<file path="src/rtl/mul_div_unit.sv">
// Iterative unsigned multiply/divide unit: one bit per cycle over WIDTH cycles,
// Start/Busy/Done handshake for pipeline stalling.
module mul_div_unit #(
  parameter int unsigned WIDTH = 32
) (
  input  logic             CLK,
  input  logic             RST,
  input  logic             Start,
  input  logic [1:0]       Op,
  input  logic [WIDTH-1:0] SrcA,
  input  logic [WIDTH-1:0] SrcB,
  output logic             Busy,
  output logic             Done,
  output logic [WIDTH-1:0] Result,
  output logic             DivByZero
);

  localparam int unsigned CW = $clog2(WIDTH);
  localparam logic [CW-1:0] LAST_ITER = CW'(WIDTH - 1);

  typedef enum logic [1:0] {
    S_IDLE = 2'd0,
    S_RUN  = 2'd1,
    S_DONE = 2'd2
  } state_t;

  state_t           r_state;
  state_t           w_state_nxt;
  logic [CW-1:0]    r_cnt;
  logic [1:0]       r_op;
  logic [WIDTH-1:0] r_opnd;
  logic [WIDTH-1:0] r_hi;
  logic [WIDTH-1:0] r_lo;
  logic             r_busy;
  logic             r_done;
  logic [WIDTH-1:0] r_result;
  logic             r_dbz;

  logic             w_last;
  logic [WIDTH:0]   w_mul_add;
  logic [WIDTH:0]   w_mul_sum;
  logic [WIDTH:0]   w_rem_sh;
  logic [WIDTH+1:0] w_diff;
  logic [WIDTH-1:0] w_hi_nxt;
  logic [WIDTH-1:0] w_lo_nxt;
  logic [WIDTH-1:0] w_result;
  logic             w_unused_diff_msb;

  assign w_last = (r_cnt == LAST_ITER);

  // State register
  always_ff @(posedge CLK) begin
    if (RST) begin
      r_state <= S_IDLE;
    end else begin
      r_state <= w_state_nxt;
    end
  end

  // Next-state logic
  always_comb begin
    w_state_nxt = r_state;
    case (r_state)
      S_IDLE:  if (Start) w_state_nxt = S_RUN;
      S_RUN:   if (w_last) w_state_nxt = S_DONE;
      S_DONE:  w_state_nxt = S_IDLE;
      default: w_state_nxt = S_IDLE;
    endcase
  end

  // One iteration of shift-add multiply or restoring divide
  always_comb begin
    w_hi_nxt  = r_hi;
    w_lo_nxt  = r_lo;
    w_mul_add = r_lo[0] ? {1'b0, r_opnd} : '0;
    w_mul_sum = {1'b0, r_hi} + w_mul_add;
    w_rem_sh  = {r_hi, r_lo[WIDTH-1]};
    w_diff    = {1'b0, w_rem_sh} - {2'b00, r_opnd};
    if (r_op[1]) begin
      if (!w_diff[WIDTH+1]) begin
        w_hi_nxt = w_diff[WIDTH-1:0];
        w_lo_nxt = {r_lo[WIDTH-2:0], 1'b1};
      end else begin
        w_hi_nxt = w_rem_sh[WIDTH-1:0];
        w_lo_nxt = {r_lo[WIDTH-2:0], 1'b0};
      end
    end else begin
      w_hi_nxt = w_mul_sum[WIDTH:1];
      w_lo_nxt = {w_mul_sum[0], r_lo[WIDTH-1:1]};
    end
    // MULHU and REMU take the upper register, MUL and DIVU the lower
    w_result = r_op[0] ? w_hi_nxt : w_lo_nxt;
  end

  // A kept subtraction always leaves a remainder below the divisor, so this bit is 0
  assign w_unused_diff_msb = w_diff[WIDTH];

  // Operand latch, iteration datapath and registered outputs
  always_ff @(posedge CLK) begin
    if (RST) begin
      r_cnt    <= '0;
      r_op     <= '0;
      r_opnd   <= '0;
      r_hi     <= '0;
      r_lo     <= '0;
      r_busy   <= 1'b0;
      r_done   <= 1'b0;
      r_result <= '0;
      r_dbz    <= 1'b0;
    end else begin
      r_busy <= (w_state_nxt != S_IDLE);
      r_done <= (w_state_nxt == S_DONE);
      case (r_state)
        S_IDLE: begin
          if (Start) begin
            r_op   <= Op;
            r_opnd <= Op[1] ? SrcB : SrcA;
            r_lo   <= Op[1] ? SrcA : SrcB;
            r_hi   <= '0;
            r_cnt  <= '0;
          end
        end
        S_RUN: begin
          r_hi  <= w_hi_nxt;
          r_lo  <= w_lo_nxt;
          r_cnt <= r_cnt + CW'(1);
          if (w_last) begin
            r_result <= w_result;
            r_dbz    <= r_op[1] && (r_opnd == '0);
          end
        end
        default: ;
      endcase
    end
  end

  assign Busy      = r_busy;
  assign Done      = r_done;
  assign Result    = r_result;
  assign DivByZero = r_dbz;

endmodule

</file>
<file path="config.mk">
export PLATFORM = sky130hd
export DESIGN_NAME = mul_div_unit
export DESIGN_NICKNAME = d
export VERILOG_FILES = /design/src/rtl/mul_div_unit.sv
export SDC_FILE = /design/constraint.sdc
export NUM_CORES = 1
export LEC_CHECK = 0
export BUFFER_PORTS_ARGS = -buffer_cell sky130_fd_sc_hd__clkbuf_2
export CAP_MARGIN = 0
export CELL_PAD_IN_SITES_DETAIL_PLACEMENT = 1
export CELL_PAD_IN_SITES_GLOBAL_PLACEMENT = 1
export CORE_UTILIZATION = 32
export DETAILED_ROUTE_END_ITERATION = 12
export PLACE_DENSITY = 0.69
export REMOVE_ABC_BUFFERS = 1
export SETUP_SLACK_MARGIN = 0.15
export SYNTH_ARGS = -nofsm -noshare
export SYNTH_HDL_FRONTEND = slang
export SYNTH_SLANG_ARGS = --single-unit
</file>
<file path="constraint.sdc">
create_clock -name CLK -period 5.6 [get_ports CLK]
set_clock_uncertainty 0.15 [all_clocks]
set_input_delay 0.84 -clock CLK [delete_from_list [all_inputs] [get_ports CLK]]
set_output_delay 0.84 -clock CLK [all_outputs]
set_load 0.005 [all_outputs]
</file>
== Yosys cells after proc, flatten, opt, wreduce, memory -nomap -nowiden ==
Index checks and enable logic that the tools add are counted.

* Add/sub/neg operators: 3
* Equal/unequal tests: 4
* Multiplexer cells: 17
* Reductions and logical operators: 8

{| class="wikitable"
|+ Operators with widths
! operator !! count
|-
| $mux 32 || 9
|-
| $pmux 32 s2 || 2
|-
| $sub 33x32->34 || 1
|-
| $add 32x32->33 || 1
|-
| $logic_not 32->1 || 1
|-
| $pmux 5 s2 || 1
|-
| $reduce_and 2->1 || 3
|-
| $add 5x1->5 const B || 1
|-
| $eq 5x5->1 const B || 1
|-
| $mux 5 || 1
|-
| $mux 2 || 2
|-
| $pmux 2 s2 || 1
|-
| $reduce_bool 2->1 || 2
|-
| $eq 2x1->1 const B || 1
|-
| $eq 2x2->1 const B || 1
|-
| $logic_not 2->1 || 1
|-
| $ne 2x2->1 const B || 1
|-
| $logic_and 1x1->1 || 1
|-
| $mux 1 || 1
|}

* Register bits: 140
* Input port bits: 69
* Output and inout bits: 35
* Word-level logic and storage cells: 42

== Depth between registers and ports, before layout ==
Gate-level depths: netlist of the first run.

* Depth in word-level cells: 4
* Gate-level depth with buffers: 15

== Worst setup path after synthesis of the first run ==
OpenSTA, ideal clock, no wires.

* Kind: reg-to-reg
* Start point: register r_lo[0]
* End point: register r_hi[31]
* Library setup time: 0.117 ns
* Arrival: 3.213 ns
* Data required time: 5.333 ns
* Path slack: 2.120 ns
* Cell stages (with the launch flop): 13
* Buffers on the path: 0
* Cells stage by stage: dfxtp_1 and2_1 ha_1 fa_1 a21oi_2 nor2_1 a2111oi_4 o21ai_2 a311oi_2 o31ai_1 a221o_1 a211o_1 a32o_1

* Longest elaborated chain between the ends: 4

{| class="wikitable"
|+ Ends and longest elaborated chain
! element !! RTL line !! text
|-
| start, declared || 33 || <nowiki>logic [WIDTH-1:0] r_lo;</nowiki>
|-
| start signal, assigned || 118 || <nowiki>r_lo <= Op[1] ? SrcA : SrcB;</nowiki>
|-
| start signal, assigned || 125 || <nowiki>r_lo <= w_lo_nxt;</nowiki>
|-
| $mux 32 || 75 || <nowiki>w_mul_add = r_lo[0] ? {1'b0, r_opnd} : '0;</nowiki>
|-
| $add 32x32->33 || 76 || <nowiki>w_mul_sum = {1'b0, r_hi} + w_mul_add;</nowiki>
|-
| $mux 32 || 79 || <nowiki>if (r_op[1]) begin</nowiki>
|-
| $pmux 32 s2 || 113 || <nowiki>case (r_state)</nowiki>
|-
| end signal, assigned || 124 || <nowiki>r_hi <= w_hi_nxt;</nowiki>
|-
| end, declared || 32 || <nowiki>logic [WIDTH-1:0] r_hi;</nowiki>
|}

No other way between the ends.
A chain may end at the register's enable or synchronous reset.

== Final worst setup path of the first run ==
* Start point: register r_opnd[22]
* End point: register r_result[6] (netlist: Result[6])

* Longest elaborated chain between the ends: 4

{| class="wikitable"
|+ Ends and longest elaborated chain
! element !! RTL line !! text
|-
| start, declared || 31 || <nowiki>logic [WIDTH-1:0] r_opnd;</nowiki>
|-
| start signal, assigned || 117 || <nowiki>r_opnd <= Op[1] ? SrcB : SrcA;</nowiki>
|-
| $sub 33x32->34 || 78 || <nowiki>w_diff = {1'b0, w_rem_sh} - {2'b00, r_opnd};</nowiki>
|-
| $mux 32 || 80 || <nowiki>if (!w_diff[WIDTH+1]) begin</nowiki>
|-
| $mux 32 || 79 ||
|-
| $mux 32 || 92 || <nowiki>w_result = r_op[0] ? w_hi_nxt : w_lo_nxt;</nowiki>
|-
| end signal, assigned || 128 || <nowiki>r_result <= w_result;</nowiki>
|-
| end, declared || 36 || <nowiki>logic [WIDTH-1:0] r_result;</nowiki>
|}

No other way between the ends.

==> qor.yml, run 1 <==
stdcell_count: 1853
power_density_mw_per_mm2: 244
synth_cells: 1350
place_inst: 1820
via_per_inst: 5.77
wl_um: 41200
cts_tree: "yes"
ant_nets: 0
die_x_um: 185
worstPathMaxFanout: 15
worst_pin_slew_ns: 1.09
clockRootBuffer: "clkbuf_16"
combPwrFrac_pct: 22.6
cp.required_ns: 5.77
cts_sinks: 140
cts_hold_buf: 0
end_kind: "flop"
dieArea_mm2: 0.0341
min_period_ns: 4.48
drive_gt1_share_pct: 13.4
netlist.area_leader.share_pct: 26.3
finalSetupViolCount: 0
ys_warn_count: 0
swShare_pct: 33.9
placed_area_mm2: 0.0115
slew_viol_final: 0
grt-ovfl-total: 0
die_h_um: 185
path_cells: "inv_1 -> ha_1 -> a21oi_1 -> o21ai_1 -> a21oi_1 -> o21ai_1 -> a2111oi_2 -> nand2_1 -> mux2_1 -> mux4_2 -> nor2_1 -> nor3_1"
crit_slowest_cell: "a2111oi_2"
portBuffers: 103
arrival_ns: 4.64
wire_per_inst_um: 22.3
max_cap_violations: 0
area_growth_pct: 13.8
synth_ff_type: "dfxtp_1"
grt_pass1_vias: 10800
irDropWorstVdd_v: 0.000234
synth.area.top_cells: "dfxtp_1 (26%), mux2i_1 (9.8%), ha_1 (7.7%), nor2_1 (5.5%), a21oi_1 (4.8%)"
grt_pass1_wl_um: 63300
hp-class: "flop to flop"
vias: 10700
first_pass_iters: 5
cts-htree-levels: 4
layout_common_cells: "nor2_1 (154), dfxtp_1 (139), nand2_1 (104), mux2i_1 (104), a21oi_1 (102)"
cts_resized: 0
cp-start-kind: "flop"
cts_buffers: 17
status: "completed"
avgSynthCellArea_um2: 7.91
drc: 0
synth_edf_count: 0
finish.utilization_pct: 37.2
mostFrequentLayoutCell: "nor2_1"
synthArstFlopShare_pct: 0
final.setup.tns_ns: 0
crit_type: "flop to flop"
fin_crit_sh_pct: 79.9
grt_util_all_layers_pct: 24.6
clk_pin_slew_worst_paths_ns: 0.07
clkPwrFrac_pct: 40.2
final-hold-violation-count: 0
switchingPower_uw: 1010
clk_path_buf_depth: 2
core_area_mm2: 0.0327
ys_seq_area_share_pct: 26.3
fmax_ghz: 0.223
max_stage_delay_ns: 0.69
nets: 1534
p_seq_share_pct: 37.2
boundaryPins: 104
yosysUniqueCellTypes: 72
drt_iter0_drc: 774
leakagePower_uw: 0.00523
synth_area_mm2: 0.0107
holdWs_ns: 0.290
row_count: 66
cts_setup_buffers: 0
ys_ff_latch: 140
grt_max_degree: 66
synth_largest_area_cell: "dfxtp_1"
p_int_uw: 1960
hpwl_um: 30100
worstSkewPairLatency_ns: 0.46
start_util_pct: 32.6
gp_congestion: 0.955
final_area_mm2: 0.0121
rsz0062_at_grt: "false"
slew_headroom_pct: 27.2
antenna_found_initial: 1
==> sequential cells by signal, summed over array words and instances, names as in the netlist, 2 cells and up <==
name,count
r_cnt,5
r_state,2
Result,32
r_op,2
r_opnd,32
r_hi,32
r_lo,32
==> power groups by stage <==
| stage | Sequential [µW] | Combinational (µW) | Clock, µW |
|---|---|---|---|
| finish | 1100 | 670 | 1190 |
| detailed placement | 1120 | 655 | 0 |
| CTS | 1100 | 663 | 1200 |
| floorplan | 1100 | 418 | 0 |
| global placement | 1120 | 645 | 0 |
| global route | 1110 | 729 | 1240 |
==> path summary, 6_finish.rpt <==
check / endpoint / cells past startpoint / slack (ns) / start
setup / recovery: Result[6] / 12 / 1.12 / r_opnd[22]
hold / removal: Result[4] / 2 / 0.29 / Result[4]
setup reg to reg: Result[6] / 12 / 1.12 / r_opnd[22]
hold reg to reg: Result[4] / 2 / 0.29 / Result[4]
==> logic make-up after synthesis <==
| kind of cell | share of synthesized area, % |
|---|---|
| AOI/OAI and AO/OA | 26.2 |
| adders and majority gates | 8.11 |
| muxes | 12.0 |
| buffers and inverters | 5.16 |
| xor gates and xnor gates | 4.43 |
| DFF | 26.3 |
| and+or+nand+nor | 17.9 |
==> per-layer routing <==
metal  global-route usage [%]  vias to the layer above  wire length, µm
li1                         -                     5060                -
met1                     33.3                     5265            19100
met2                     38.6                      300            18300
met3                     3.83                       72             2270
met4                     10.5                        0             1490
met5                        0                        -                0
==> stage by stage <==
step	setup slack (ns)	total power, µW
final	1.12	2970
after floorplan	0.408	1520
after detailed placement	1.21	1780
after CTS	1.18	2970
after global placement	1.23	1770
after global routing	0.915	3080
==> worst max-delay path, delay by kind of cell, from the launching register on <==
family                     cells  cell delay [ns]
buffers and inverters          1             0.09
DFF                            1             0.51
and+or+nand+nor                3             0.84
adders and majority gates      1             0.40
AOI/OAI and AO/OA              5             1.35
muxes                          2             1.00
==> Yosys cell counts (9+ instances only) <==
library cell  count
o21ai_1          27
xnor2_1          28
nor3_1           18
inv_1            48
a21oi_1         102
mux2_2           12
dfxtp_1         140
nand2b_1         12
and2_1           37
a211oi_1         48
o21ai_0          39
xor2_1           26
o211ai_1         17
nand3_1          22
nor4_1            9
mux2i_1         104
ha_1             66
buf_1             9
a21o_1           29
nor2_1          157
a31oi_1          17
nor2b_1          12
o22ai_1          29
clkbuf_1         77
nand2_1         104
nand4_1          13
a22o_1           16
==> layout make-up <==
class / instances / area (µm²)
timing repair buffer: 121 / 656
multi-input combinational: 1068 / 7350
antenna: 1 / 2.50
clock buffer: 18 / 439
sequential: 140 / 2810
clock inverter: 14 / 158
tap: 442 / 553
inverter: 49 / 184
fill: 4051 / 20600
Note: power is estimated with default switching activity, not from simulation.
==> run 2, diff against run 1 <==
Settings changed: PLACE_DENSITY 0.69 to 0.71.
Clock period 5.6 ns to 3.85 ns, I/O delays scaled along.
==> qor.yml, run 2 (synthesis results as in run 1) <==
status: "completed"  # unchanged
rsz0062_at_grt: "true"  # was false
cp_top_family: "simple AND/OR/NAND/NOR gates"  # was compound AO/OA/AOI/OAI gates
cp.required_ns: 4.04  # was 5.77 ns
pre_cts_slack_ns: 0.0503  # was 1.21 ns
slew_headroom_pct: 32.9  # was 27.2%
max_cap_violations: 0  # unchanged
clk_path_buf_depth: 2  # unchanged
worst_pin_slew_ns: 1.00  # was 1.09 ns
cts_hold_buf: 0  # unchanged
grt_pass1_wl_um: 67100  # was 63300 µm
area_growth_pct: 25.2  # was 13.8%
grt_util_all_layers_pct: 26.0  # was 24.6%
mostFrequentLayoutCell: "nor2_1"  # unchanged
leakagePower_uw: 0.00590  # was 0.00523 µW
crit-reg2reg-capture: "Result[7]"  # was Result[6]
path_cells: "inv_2 -> ha_4 -> buf_4 -> o211ai_1 -> nor3_2 -> o21ai_2 -> a32oi_2 -> nand4_1 -> and2_4 -> buf_4 -> buf_4 -> nand2_1 -> o21ai_1 -> mux4_2 -> a22o_1"  # was inv_1 -> ha_1 -> a21oi_1 -> o21ai_1 -> a21oi_1 -> o21ai_1 -> a2111oi_2 -> nand2_1 -> mux2_1 -> mux4_2 -> nor2_1 -> nor3_1
cts_sinks: 140  # unchanged
irDropWorstVdd_v: 0.000325  # was 0.000234 V
reg2regPathDepth: 15  # was 12
grt_util_met2_pct: 43.0  # was 38.6%
hpwl_um: 32700  # was 30100 µm
fin_crit_sh_pct: 94.7  # was 79.9%
start_util_pct: 32.6  # unchanged
core_area_mm2: 0.0327  # unchanged
cts_buffers: 17  # unchanged
die_h_um: 185  # unchanged
hold_start: "Op[0]"  # was Result[4]
use_met3_pct: 3.79  # was 3.83%
worstSkewPairLatency_ns: 0.45  # was 0.46 ns
crit_type: "flop to flop"  # unchanged
portBuffers: 103  # unchanged
grt_util_met1_pct: 34.0  # was 33.3%
finalSetupViolCount: 0  # unchanged
first_pass_iters: 5  # unchanged
layout_setup_ws_ns: 0.205  # was 1.12 ns
ant_nets: 0  # unchanged
crit_path_end: "Result[7]"  # was Result[6]
drive_gt1_share_pct: 22.0  # was 13.4%
rrSetupSlack_ns: 0.20  # was 1.12 ns
n_fill_cell: 4053  # was 4051
hp-class: "input port to flop"  # was flop to flop
cp-start-kind: "flop"  # unchanged
clockRootBuffer: "clkbuf_16"  # unchanged
dieArea_mm2: 0.0341  # unchanged
crit_buf_inv: 4  # was 1
antenna_found_initial: 0  # was 1
stdcell_count: 1968  # was 1853
final-hold-violation-count: 0  # unchanged
max_stage_delay_ns: 0.48  # was 0.69 ns
top_usage_layer: "met2"  # unchanged
grt-ovfl-total: 0  # unchanged
end_kind: "flop"  # unchanged
layout_common_cells: "nor2_1 (154), dfxtp_1 (135), buf_4 (134), nand2_1 (103)"  # was nor2_1 (154), dfxtp_1 (139), nand2_1 (104), mux2i_1 (104), a21oi_1 (102)
vias: 11300  # was 10700
cp_num_cells: 15  # was 12
crit_slowest_cell: "mux4_2"  # was a2111oi_2
crit_path_start: "r_opnd[7]"  # was r_opnd[22]
min_period_ns: 3.65  # was 4.48 ns
grt_pass1_vias: 11400  # was 10800
arrival_ns: 3.83  # was 4.64 ns
wl_um: 44200  # was 41200 µm
via_per_inst: 5.77  # about the same
drt_iter0_drc: 722  # was 774
cts_tree: "yes"  # unchanged
worstPathMaxFanout: 7  # was 15
n_antenna_cell: 0  # was 1
clk_pin_slew_worst_paths_ns: 0.07  # about the same
r2r-start: "r_opnd[7]"  # was r_opnd[22]
place_inst: 1928  # was 1820
gp_congestion: 0.966  # was 0.955
crit_top_cell: "buf_4"
power_density_mw_per_mm2: 362  # was 244 mW/mm²
die_x_um: 185  # unchanged
wire_per_inst_um: 22.5  # was 22.3 µm
slew_viol_final: 0  # unchanged
cts-htree-levels: 4  # unchanged
fmax_ghz: 0.274  # was 0.223 GHz
boundaryPins: 104  # unchanged
row_count: 66  # unchanged
grt_max_degree: 52  # was 66
nets: 1650  # was 1534
drc: 0  # unchanged
run 2: routing by layer:
layer | wire [µm] | vias up
met5 | 0 | -
met4 | 1310 | 0
met3 | 2380 | 78
met2 | 21000 | 353
met1 | 19600 | 5642
li1 | - | 5274
run 2: repair_timing:
action / CTS / global route
pin swaps: 3 / 23
setup buffers: 0 / 8
gates resized for setup: 10 / 36
setup endpoints to repair: 14 / 34
run 2: area by class of cell:
type	count	area (µm²)	area share (%)
inverter	49	184	1.38
multi-input combinational	1068	7550	56.5
tap	442	553	4.14
timing repair buffer	237	1540	11.5
sequential	140	2810	21.0
clock buffer	21	460	3.44
clock inverter	11	263	1.97
run 2: how the worst min path moves through the flow:
| stage | cells after the start | slack (ns) | end |
|---|---|---|---|
| after detailed placement | 2 | 0.29 | Result[5] |
| after global placement | 2 | 0.27 | Result[15] |
| after floorplan | 2 | 0.28 | Result[15] |
| final | 3 | 0.22 | r_op[0] |
| after CTS | 3 | 0.20 | r_op[0] |
| after global routing | 3 | 0.22 | r_op[0] |
run 2: power by group:
part / switching, µW / internal (µW) / leakage [µW] / total [µW]
sequential: 74.0 / 1510 / 0.00114 / 1580
combinational: 688 / 471 / 0.00441 / 1160
clock: 710 / 1380 / 0.000351 / 2090
total: 1470 / 3370 / 0.00590 / 4840
run 2: stage by stage:
step                      hold WS, ns  setup TNS, ns  util [%]  instance area [µm²]  power, µW
after global placement          0.274              0      37.8                12400       2680
after CTS                       0.198              0      40.2                13100       4800
final                           0.216              0      40.9                13400       4840
after global routing            0.222              0      40.9                13400       5000
after detailed placement        0.293              0      37.8                12400       2710
after floorplan                 0.285         -26.75         -                10300       2210
run 2: worst min-delay path: cells and delay by family:
family	cells	cell delay [ns]
compound gates	1	0.05
buf+inv	1	0.08
simple gates	1	0.05
==> run 3, diff against run 2 <==
Settings changed: GPL_TIMING_DRIVEN from default to 1, PLACE_DENSITY 0.71 to 0.72.
==> qor.yml, run 3 (synthesis results as in run 1) <==
area_growth_pct: 23.4  # was 25.2%
core_area_mm2: 0.0327  # unchanged
cts_buffers: 17  # unchanged
start_util_pct: 32.6  # unchanged
fmax_ghz: 0.272  # was 0.274 GHz
grt_util_all_layers_pct: 25.4  # was 26.0%
hold_end: "r_op[0]"  # unchanged
worstSkewPairLatency_ns: 0.45  # about the same
max_cap_violations: 0  # unchanged
place_inst: 1923  # was 1928
cts_tree: "yes"  # unchanged
total_power_uw: 4560  # was 4840 µW
drive_gt1_share_pct: 21.4  # was 22.0%
die_x_um: 185  # unchanged
portBuffers: 103  # unchanged
rsz0062_at_grt: "true"  # unchanged
status: "completed"  # unchanged
wire_per_inst_um: 21.7  # was 22.5 µm
cts-htree-levels: 4  # unchanged
multi_input_area_mm2: 0.00750  # was 0.00755 mm²
irDropWorstVdd_v: 0.000276  # was 0.000325 V
slew_viol_final: 0  # unchanged
die_h_um: 185  # unchanged
slew_headroom_pct: 43.1  # was 32.9%
clk_path_buf_depth: 2  # unchanged
final-hold-violation-count: 0  # unchanged
combPwrFrac_pct: 25.2  # was 24.0%
arrival_ns: 3.84  # was 3.83 ns
min_period_ns: 3.67  # was 3.65 ns
boundaryPins: 104  # unchanged
drc: 0  # unchanged
switchingPower_uw: 1450  # was 1470 µW
nets: 1641  # was 1650
cp-start-kind: "flop"  # unchanged
gp_congestion: 0.935  # was 0.966
grt-ovfl-total: 0  # unchanged
antenna_found_initial: 0  # unchanged
fin_crit_sh_pct: 95.4  # was 94.7%
holdWs_ns: 0.223  # was 0.216 ns
rrSetupSlack_ns: 0.18  # was 0.20 ns
finish.utilization_pct: 40.3  # was 40.9%
worst_pin_slew_ns: 0.852  # was 1.00 ns
crit_top_cell: "a21oi_1"  # was buf_4
reg2regPathDepth: 14  # was 15
clk_pin_slew_worst_paths_ns: 0.06  # was 0.07 ns
first_pass_iters: 5  # unchanged
end_kind: "flop"  # unchanged
crit_type: "flop to flop"  # unchanged
path_cells: "inv_1 -> ha_1 -> buf_4 -> a21oi_1 -> nand2_1 -> o21ai_1 -> a32oi_2 -> buf_4 -> a21o_1 -> a21oi_1 -> xor2_1 -> a21oi_1 -> mux4_2 -> a22o_1"  # was inv_2 -> ha_4 -> buf_4 -> o211ai_1 -> nor3_2 -> o21ai_2 -> a32oi_2 -> nand4_1 -> and2_4 -> buf_4 -> buf_4 -> nand2_1 -> o21ai_1 -> mux4_2 -> a22o_1
drt_iter0_drc: 873  # was 722
mostFrequentLayoutCell: "nor2_1"  # unchanged
hp-class: "input port to flop"  # unchanged
row_count: 66  # unchanged
wl_um: 42500  # was 44200 µm
ant_nets: 0  # unchanged
layout.area.seq_mm2: 0.00281  # unchanged
via_per_inst: 5.69  # was 5.77
grt_pass1_wl_um: 66200  # was 67100 µm
crit_slowest_cell: "mux4_2"  # unchanged
stdcell_count: 1960  # was 1968
power_density_mw_per_mm2: 346  # was 362 mW/mm²
swShare_pct: 31.9  # was 30.4%
leakagePower_uw: 0.00584  # was 0.00590 µW
crit-reg2reg-capture: "Result[25]"  # was Result[7]
max_stage_delay_ns: 0.48  # about the same
p_seq_share_pct: 34.6  # was 32.8%
hpwl_um: 32500  # was 32700 µm
clockRootBuffer: "clkbuf_16"  # unchanged
cp.required_ns: 4.02  # was 4.04 ns
cts_hold_buf: 0  # unchanged
hold_start: "Op[0]"  # unchanged
grt_max_degree: 54  # was 52
n_fill_cell: 4022  # was 4053
worstPathMaxFanout: 4  # was 7
p_int_uw: 3110  # was 3370 µW
cts_sinks: 140  # unchanged
layout_common_cells: "nor2_1 (155), dfxtp_1 (135), buf_4 (125), nand2_1 (104)"  # was nor2_1 (154), dfxtp_1 (135), buf_4 (134), nand2_1 (103)
clkPwrFrac_pct: 40.1  # was 43.3%
vias: 11100  # was 11300
r2r-start: "r_opnd[6]"  # was r_opnd[7]
dieArea_mm2: 0.0341  # unchanged
worst_hold_path.num_cells: 3  # unchanged
grt_pass1_vias: 11400  # about the same
finalSetupViolCount: 0  # unchanged
[run 3: cell count changes in the layout (fill, tap and decap cells not counted), moves of 2 or more]
cell	change
inv_6	+3
bufinv_16	-4
and2_1	+2
and2_4	-2
buf_4	-9
o21ai_2	+2
mux2i_2	-2
a21oi_2	+3
ha_4	-6
ha_2	+5
a21oi_1	-3
o21ai_1	-2
mux2i_4	+2
[run 3: worst max path at each step]
stage	from	end	slack (ns)	cells past startpoint
2_1_floorplan	r_op[1]	Result[28]	-1.34	5
3_3_place_gp	r_lo[31]	Result[28]	0.12	14
3_5_place_dp	r_opnd[20]	Result[15]	0.06	16
4_1_cts	r_opnd[22]	Result[15]	0.17	16
5_1_grt	r_opnd[0]	Result[25]	0.1	14
6_report	r_opnd[6]	Result[25]	0.18	14
[run 3: layout make-up]
cell class	count	share of cell area (%)
Antenna cell	1	0.0190
Clock buffer	20	3.47
Clock inverter	12	1.41
Inverter	49	1.40
Multi-Input combinational cell	1068	56.9
Sequential cell	140	21.3
Tap cell	442	4.20
Timing Repair Buffer	228	11.3
[run 3: through the flow]
step | setup WS (ns) | setup TNS, ns | cell area (µm²)
3_5_place_dp | 0.0639 | 0 | 12300
3_3_place_gp | 0.125 | 0 | 12300
5_1_grt | 0.0989 | 0 | 13200
6_report | 0.178 | 0 | 13200
2_1_floorplan | -1.34 | -26.75 | 10300
4_1_cts | 0.166 | 0 | 13000
[run 3: metal layers]
metal	vias up	track usage [%]	wire, µm
li1	5268	-	-
met1	5481	33.5	19100
met2	324	41.4	19600
met3	74	3.95	2500
met4	0	10.0	1290
met5	-	0	0
[run 3: power groups by stage]
stage	clock, µW	combinational (µW)	sequential, µW
6_report	1830	1150	1580
5_1_grt	1910	1250	1590
4_1_cts	1860	1120	1580
3_5_place_dp	0	1110	1610
3_3_place_gp	0	1080	1610
2_1_floorplan	0	608	1600
[run 3: repair_timing]
item	CTS	global route
gates resized for setup	9	30
buffers inserted	1	3
pin swaps	2	10
setup endpoints to repair	13	22
[run 3: critical path, delay by kind of cell (launching register included)]
| family | cells | cell delay, ns |
|---|---|---|
| compound gates | 7 | 1.42 |
| mux | 1 | 0.48 |
| buf+inv | 3 | 0.41 |
| flops | 1 | 0.34 |
| fa+ha+maj | 1 | 0.33 |
| xor+xnor | 1 | 0.21 |
| simple gates | 1 | 0.19 |
